$ cat src/rtl/ifetch.sv
// Instruction fetch stage: one-outstanding imem requests, one-entry return buffer,
// registered hand-off to decode with stall and redirect (flush) handling.
module ifetch #(
   parameter logic [31:0] RESET_PC = 32'h0000_0000
) (
   input  logic        i_clk,
   input  logic        i_reset,
   input  logic        i_stall,
   input  logic        i_redirect,
   input  logic [31:0] i_redirect_pc,
   output logic        o_imem_req,
   output logic [31:0] o_imem_addr,
   input  logic        i_imem_ack,
   input  logic [31:0] i_imem_rdata,
   output logic [31:0] o_ir,
   output logic [31:0] o_pc,
   output logic        o_ir_already
);

   localparam logic [1:0] S_FETCH   = 2'd0;
   localparam logic [1:0] S_WAIT    = 2'd1;
   localparam logic [1:0] S_DISCARD = 2'd2;

   logic [1:0]  r_state;
   logic [31:0] r_fetch_pc;
   logic [31:0] r_req_addr;
   logic        r_buf_valid;
   logic [31:0] r_buf_ir;
   logic [31:0] r_buf_pc;
   logic [31:0] r_ir;
   logic [31:0] r_pc;
   logic        r_ir_already;

   logic        w_deliver;
   logic        w_room;
   logic        w_accept;
   logic        w_unused_rpc_lo;

   assign w_unused_rpc_lo = &{1'b0, i_redirect_pc[1:0]};

   always_comb begin
      w_deliver   = r_buf_valid & ~i_stall & ~i_redirect;
      w_room      = ~r_buf_valid | w_deliver;
      o_imem_req  = 1'b0;
      o_imem_addr = r_req_addr;
      if (!i_reset) begin
         case (r_state)
            S_FETCH:           o_imem_req = w_room & ~i_redirect;
            S_WAIT, S_DISCARD: o_imem_req = 1'b1;
            default:           o_imem_req = 1'b0;
         endcase
      end
      if (r_state == S_FETCH) o_imem_addr = r_fetch_pc;
      // A word returning on a stale path (DISCARD, or WAIT hit by redirect) is dropped.
      w_accept = o_imem_req & i_imem_ack & ~i_redirect & (r_state != S_DISCARD);
   end

   always_ff @(posedge i_clk) begin
      if (i_reset) begin
         r_state      <= S_FETCH;
         r_fetch_pc   <= RESET_PC;
         r_req_addr   <= RESET_PC;
         r_buf_valid  <= 1'b0;
         r_ir         <= 32'h0;
         r_pc         <= 32'h0;
         r_ir_already <= 1'b0;
      end else begin
         r_ir_already <= w_deliver;
         if (w_deliver) begin
            r_ir <= r_buf_ir;
            r_pc <= r_buf_pc;
         end

         if (w_accept) begin
            r_buf_valid <= 1'b1;
            r_buf_ir    <= i_imem_rdata;
            r_buf_pc    <= r_fetch_pc;
         end else if (w_deliver || i_redirect) begin
            r_buf_valid <= 1'b0;
         end

         if (r_state == S_FETCH && o_imem_req) r_req_addr <= r_fetch_pc;

         if (i_redirect)    r_fetch_pc <= {i_redirect_pc[31:2], 2'b00};
         else if (w_accept) r_fetch_pc <= r_fetch_pc + 32'd4;

         case (r_state)
            S_FETCH: begin
               if (o_imem_req && !i_imem_ack) r_state <= S_WAIT;
            end
            S_WAIT: begin
               if (i_imem_ack)      r_state <= S_FETCH;
               else if (i_redirect) r_state <= S_DISCARD;
            end
            S_DISCARD: begin
               if (i_imem_ack) r_state <= S_FETCH;
            end
            default: r_state <= S_FETCH;
         endcase
      end
   end

   assign o_ir         = r_ir;
   assign o_pc         = r_pc;
   assign o_ir_already = r_ir_already;

endmodule

$ cat config.mk
export PLATFORM = sky130hd
export DESIGN_NAME = ifetch
export DESIGN_NICKNAME = d
export VERILOG_FILES = /design/src/rtl/ifetch.sv
export SDC_FILE = /design/constraint.sdc
export NUM_CORES = 1
export LEC_CHECK = 0
export ABC_AREA = 1
export CAP_MARGIN = 20
export CELL_PAD_IN_SITES_DETAIL_PLACEMENT = 1
export CELL_PAD_IN_SITES_GLOBAL_PLACEMENT = 2
export CORE_MARGIN = 10
export CORE_UTILIZATION = 32
export DETAILED_ROUTE_END_ITERATION = 8
export HOLD_SLACK_MARGIN = 0.15
export PLACE_DENSITY_LB_ADDON = 0.3
export RECOVER_POWER = 25
export SLEW_MARGIN = 10
export SYNTH_ARGS = -nofsm -noshare
export SYNTH_HDL_FRONTEND = slang
export SYNTH_SLANG_ARGS = --single-unit
$ cat constraint.sdc
create_clock -name i_clk -period 3.91 [get_ports i_clk]
set_clock_uncertainty 0.15 [all_clocks]
set_input_delay 0.5865 -clock i_clk [delete_from_list [all_inputs] [get_ports i_clk]]
set_output_delay 0.5865 -clock i_clk [all_outputs]
set_load 0.1 [all_outputs]
==> results of run 1 <==
==> cell usage in the layout, fill, tap and decap left out, drive strengths merged, types with 2 or more instances in the layout <==
master and n:
edfxtp 62, ha 5, dlygate4sd3 33, nor3 4, o31ai 29, clkbuf 18
nand2 203, clkdlybuf4s50 95, or2 2, a21oi 85, o21ai 113, inv 136
conb 4, nor2 81, a211oi 5, xor2 2, a31oi 2, xnor2 7
nand3 38, buf 46, clkinv 5, dfxtp 126
==> per-stage QoR <==
stage	worst slack [ps]	area [sq um]	cells	hold slack, ps	util (%)
floorplan	186	7960	954	253	-
global placement	896	9800	1396	281	40.2
detailed placement	881	9800	1396	287	40.2
CTS	1000	10400	1428	298	42.7
global route	681	10400	1428	314	42.6
finish	841	10400	1428	294	42.6
==> power groups by stage <==
| stage | sequential, mW | clock [mW] | combinational, mW |
|---|---|---|---|
| 6_report | 2.29 | 1.78 | 1.54 |
| 5_1_grt | 2.31 | 1.91 | 1.66 |
| 4_1_cts | 2.29 | 1.84 | 1.57 |
| 3_5_place_dp | 2.33 | 0 | 1.57 |
| 3_3_place_gp | 2.33 | 0 | 1.55 |
| 2_1_floorplan | 2.47 | 0 | 1.01 |
==> flip-flops by register name (all words and copies together), names as in the netlist <==
name and flops:
o_pc 30, r_buf_valid 1, r_state 2, o_ir 32
r_fetch_pc 30, r_buf_ir 32, o_ir_already 1, r_req_addr 30
r_buf_pc 30
==> metal layers <==
layer  global-route usage (%)  share of wire, %
met1                     20.3                48
met2                     24.0                45
met3                     3.29               5.5
met4                     3.99               1.3
met5                        0                 0
==> path summary, 6_finish.rpt <==
kind	start	to	slack, ps
setup / recovery	i_redirect	o_imem_req	840
hold reg to reg	o_pc[19]$_SDFFE_PP0P_	o_pc[19]$_SDFFE_PP0P_	290
hold / removal	o_pc[19]$_SDFFE_PP0P_	o_pc[19]$_SDFFE_PP0P_	290
setup reg to reg	r_state[1]$_SDFFE_PP0P_	r_fetch_pc[21]$_SDFFE_PP0P_	1240
==> worst max-delay path: cells and delay by family <==
kind | cells | cell delay, ps
buffers and inverters | 3 | 1100
AND/OR/NAND/NOR | 4 | 630
==> layout make-up <==
cell class | count | area share, %
Sequential cell | 188 | 42.2
Multi-Input combinational cell | 582 | 27.0
Timing Repair Buffer | 175 | 16.4
Inverter | 127 | 4.61
Clock buffer | 17 | 4.09
Tap cell | 324 | 3.90
Clock inverter | 15 | 1.78
==> cell families after synthesis <==
kind of cell | after synthesis | share of synthesized area [%]
simple gates | 330 | 17.6
fa+ha+maj | 5 | 0.787
buf+inv | 184 | 9.52
compound gates | 234 | 15.8
xor+xnor | 9 | 0.992
flops | 188 | 55.2
other cells | 1 | 0.0472
==> results.txt, run 1 <==
Worst slew pin tran: 1050 ps
Register area: 4380 sq um
CP Cell Sequence: dlygate4sd3_1 -> inv_1 -> nand3_1 -> nand2_1 -> nand2_1 -> nor2_1 -> buf_12
Later-pin clock latency in the skew report: 440 ps
Area of the core: 24400 sq um
Cell internal pwr: 3.41 mW
Footprint of the multi-input gates: 2810 sq um
H-tree levels: 4
Post-synth cell types: 34
Layout net count: 1165
#FFs+latches synth: 188
Post-CTS Repair Setup Buffers: 0
Req. time, crit path: 3170 ps
Worst reg-to-reg path cell count: 10
Post-synth EDFFs: 62
Status: completed
Vias in the first global route: 6702
Total gr overflow: 0
Largest net degree at the start of global routing: 77
IO Count: 167
Power Density: 539 nW/um^2
Final Setup Violations: 0
Die Wd: 178 um
CTS tree: done
DRT iter0 DRCs: 362
Vias: 6663
RSZ-0062 raised after global routing: no
Post-route setup TNS: 0 ps
Sequential share of the synthesized area: 55.2%
Hold-fix buffers, CTS: 0
Area of the die: 31500 sq um
Maximum VDD drop: 348 uV
Synth area leader: dfxtp_1
Starting density of the core: 32.6%
Synthesis warning total: 0
Tcrit/Tclk final: 78.5%
Crit. End Element: output port
Post-Syn Area: 7950 sq um
Top cell type's share of synthesized area: 31.7%
Syn-to-layout area delta: 30.8%
Routed Wire Length: 23600 um
Comb power frac: 27.4%
Switching Fraction: 39.1%
GRT Resource Usage Total: 15.1%
HP Class: reg -> reg
Worst hold path depth: 2
Global-route wire length before repair: 37600 um
TritonCTS Buffers: 17
Mean area per synthesized cell: 8.36 sq um
Initial antenna violation count: 0
Max Slew Vio Count: 0
Clock power share: 31.7%
Clk pin slew, worst setup/hold paths: 70 ps
Final Hold Fails: 0
Max incr delay on CP: 550 ps
Flop pwr share: 40.8%
Die Height: 178 um
Final total power: 5.60 mW
Leakage: 3.64 nW
Async SR Flop Fraction: 0%
Max-cap viol count: 0
Final Critical Period: 3070 ps
Mapped Cells: 951
Net Sw Power: 2.19 mW
Num rows: 57
Antenna Nets Post-Route: 0
CP Launch Type: input pin
DPL Wire Length: 17300 um
Fill cell count: 2902
Kind of critical path: in -> out
WL/cell: 16.5 um
Pre-antenna DRT Iters: 4
CTS root buf: clkbuf_16
# DRC: 0
Critical path's slowest cell: dlygate4sd3_1
Placer Congestion: 0.799
Clock sinks: 188
Most frequent cell after synthesis: nand2_1
Max Clk Rate: 326 MHz
Avg Vias per Cell: 4.67
Synth top area cells: dfxtp_1, edfxtp_1, nand2_1
Share of layout cells above drive strength 1: 8.97%
Rel. slew slack: 29.5%
CP Max Fanout: 8
N_diodes: 0
Synth top cells by count: nand2_1, dfxtp_1, inv_1, o21ai_0, a21oi_1
Top cell by count, worst path: nand2_1
Critical Path AT: 2330 ps
Ys flop type: dfxtp_1
Resized cells post-CTS: 0
Max Buffers Root-to-Sink: 2
IO Port Bufs: 160
Power figures use the tool's default switching activity.
==> run 2: changes to the inputs <==
- CORE_UTILIZATION: 32 -> 30
- clock period: 3.91 -> 2.9 ns (I/O delays scaled with it)
==> run 2 against run 1 <==
Against the previous run: via count decreased by 1.6%; combinational power increased by 53%; core utilization decreased by 2.1 points; final area increased by 1.6%; final cell count increased by 0.84%; sequential power increased by 34%; routed wire length increased by 0.94%; global-route usage decreased by 0.92 points.
==> results.txt, run 2 (synthesis gave the netlist of run 1 again) <==
Status: completed
Footprint of the multi-input gates: 2810 sq um
Avg Vias per Cell: 4.55
DRT iter0 DRCs: 230
Largest net degree at the start of global routing: 61
Area of the core: 26100 sq um
Met1 WL: 11700 um
Post-CTS Repair Setup Buffers: 0
H-tree levels: 4
Pre-antenna DRT Iters: 4
Placer Congestion: 0.838
Die Wd: 183 um
Layout net count: 1167
Register area: 4380 sq um
Total gr overflow: 0
WL/cell: 16.5 um
Num rows: 59
Post-route setup TNS: 0 ps
Critical path buffer and inverter count: 3
Worst Min Path Start: i_reset
Fin util: 40.5%
Fill cell count: 3036
CP Launch Type: flip-flop
Max-cap viol count: 0
Commonest non-fill, non-tap cell in the layout: nand2_1
Final Setup Violations: 0
Worst reg-to-reg path cell count: 11
Met3 Wirelength: 1300 um
Most frequent cells in the layout: nand2_1, dfxtp_1, inv_1
IO Count: 167
CP Cell Sequence: inv_1 -> ha_2 -> buf_12 -> o21ai_0 -> buf_12
GRT Resource Usage Total: 14.2%
DPL Wire Length: 17400 um
Die Height: 183 um
Global-route wire length before repair: 37500 um
Power Density: 740 nW/um^2
Worst r2r src: r_state[0]$_SDFFE_PP0P_
Vias: 6554
Initial antenna violation count: 0
Later-pin clock latency in the skew report: 430 ps
WHS Endpoint: o_ir_already$_SDFF_PP0_
Top cell by count, worst path: buf_12
Max Slew Vio Count: 0
Antenna Nets Post-Route: 0
Kind of critical path: reg -> out
Reg-to-Reg End: r_fetch_pc[22]$_SDFFE_PP0P_
Clock sinks: 188
CP Max Fanout: 59
Tcrit/Tclk final: 89.7%
Worst hold path depth: 2
N_diodes: 0
RSZ-0062 raised after global routing: no
HP Class: in -> reg
Max Clk Rate: 385 MHz
CTS root buf: clkbuf_16
Syn-to-layout area delta: 32.9%
R2R Setup Slk: 430 ps
Clk pin slew, worst setup/hold paths: 80 ps
Final Critical Period: 2600 ps
Vias in the first global route: 6711
Max incr delay on CP: 440 ps
Max Buffers Root-to-Sink: 2
Final total power: 7.82 mW
Leakage: 3.78 nW
TritonCTS Buffers: 17
Area of the die: 33400 sq um
Top sig layer: met4
Rel. slew slack: 16.4%
Critical Path AT: 2020 ps
Maximum VDD drop: 373 uV
Starting density of the core: 30.5%
Crit path from: r_state[1]$_SDFFE_PP0P_
Crit. End Element: output port
Routed Wire Length: 23800 um
Critical path's slowest cell: o21ai_0
Share of layout cells above drive strength 1: 13.1%
Final Hold Fails: 0
Delay-heaviest family, CP: buffers and inverters
Req. time, crit path: 2320 ps
Resized cells post-CTS: 0
Hold-fix buffers, CTS: 0
# DRC: 0
CTS tree: done
Met2 Wirelength: 10500 um
IO Port Bufs: 160
Worst slew pin tran: 1260 ps
[run 2: worst max path at each step]
stage,depth (start not counted),to,slack [ps]
global route,5,o_imem_addr[25],150
floorplan,4,o_imem_addr[2],-650
finish,5,o_imem_addr[25],300
global placement,7,r_buf_ir[0]$_DFFE_PP_,300
CTS,5,o_imem_addr[25],260
detailed placement,7,r_buf_ir[30]$_DFFE_PP_,300
[run 2: per-layer routing]
metal / vias up / global-route usage [%]
met5: - / 0
met4: 0 / 3.22
met3: 18 / 3.86
met2: 129 / 22.2
met1: 3037 / 19.0
li1: 3370 / -
[run 2: layout make-up]
cell class / count / area share [%]
clock buffers: 17 / 4.03
inverters: 127 / 4.54
flip-flops and latches: 188 / 41.5
clock inverters: 14 / 1.68
repair buffers: 177 / 17.7
multi-input cells: 582 / 26.6
well taps: 335 / 3.97
[run 2: per-stage QoR]
step	instances	instance area (sq um)	setup WS, ps	hold slack, ps
after global placement	1409	10100	302	283
after global routing	1440	10600	149	280
after CTS	1440	10700	260	243
after floorplan	954	7960	-645	253
final	1440	10600	299	256
after detailed placement	1409	10100	298	288
[run 2: power by group]
part | internal (mW) | switching, mW | total, mW
clock network | 1.24 | 1.15 | 2.39
registers | 2.93 | 0.145 | 3.08
logic | 0.696 | 1.66 | 2.35
total | 4.87 | 2.95 | 7.82
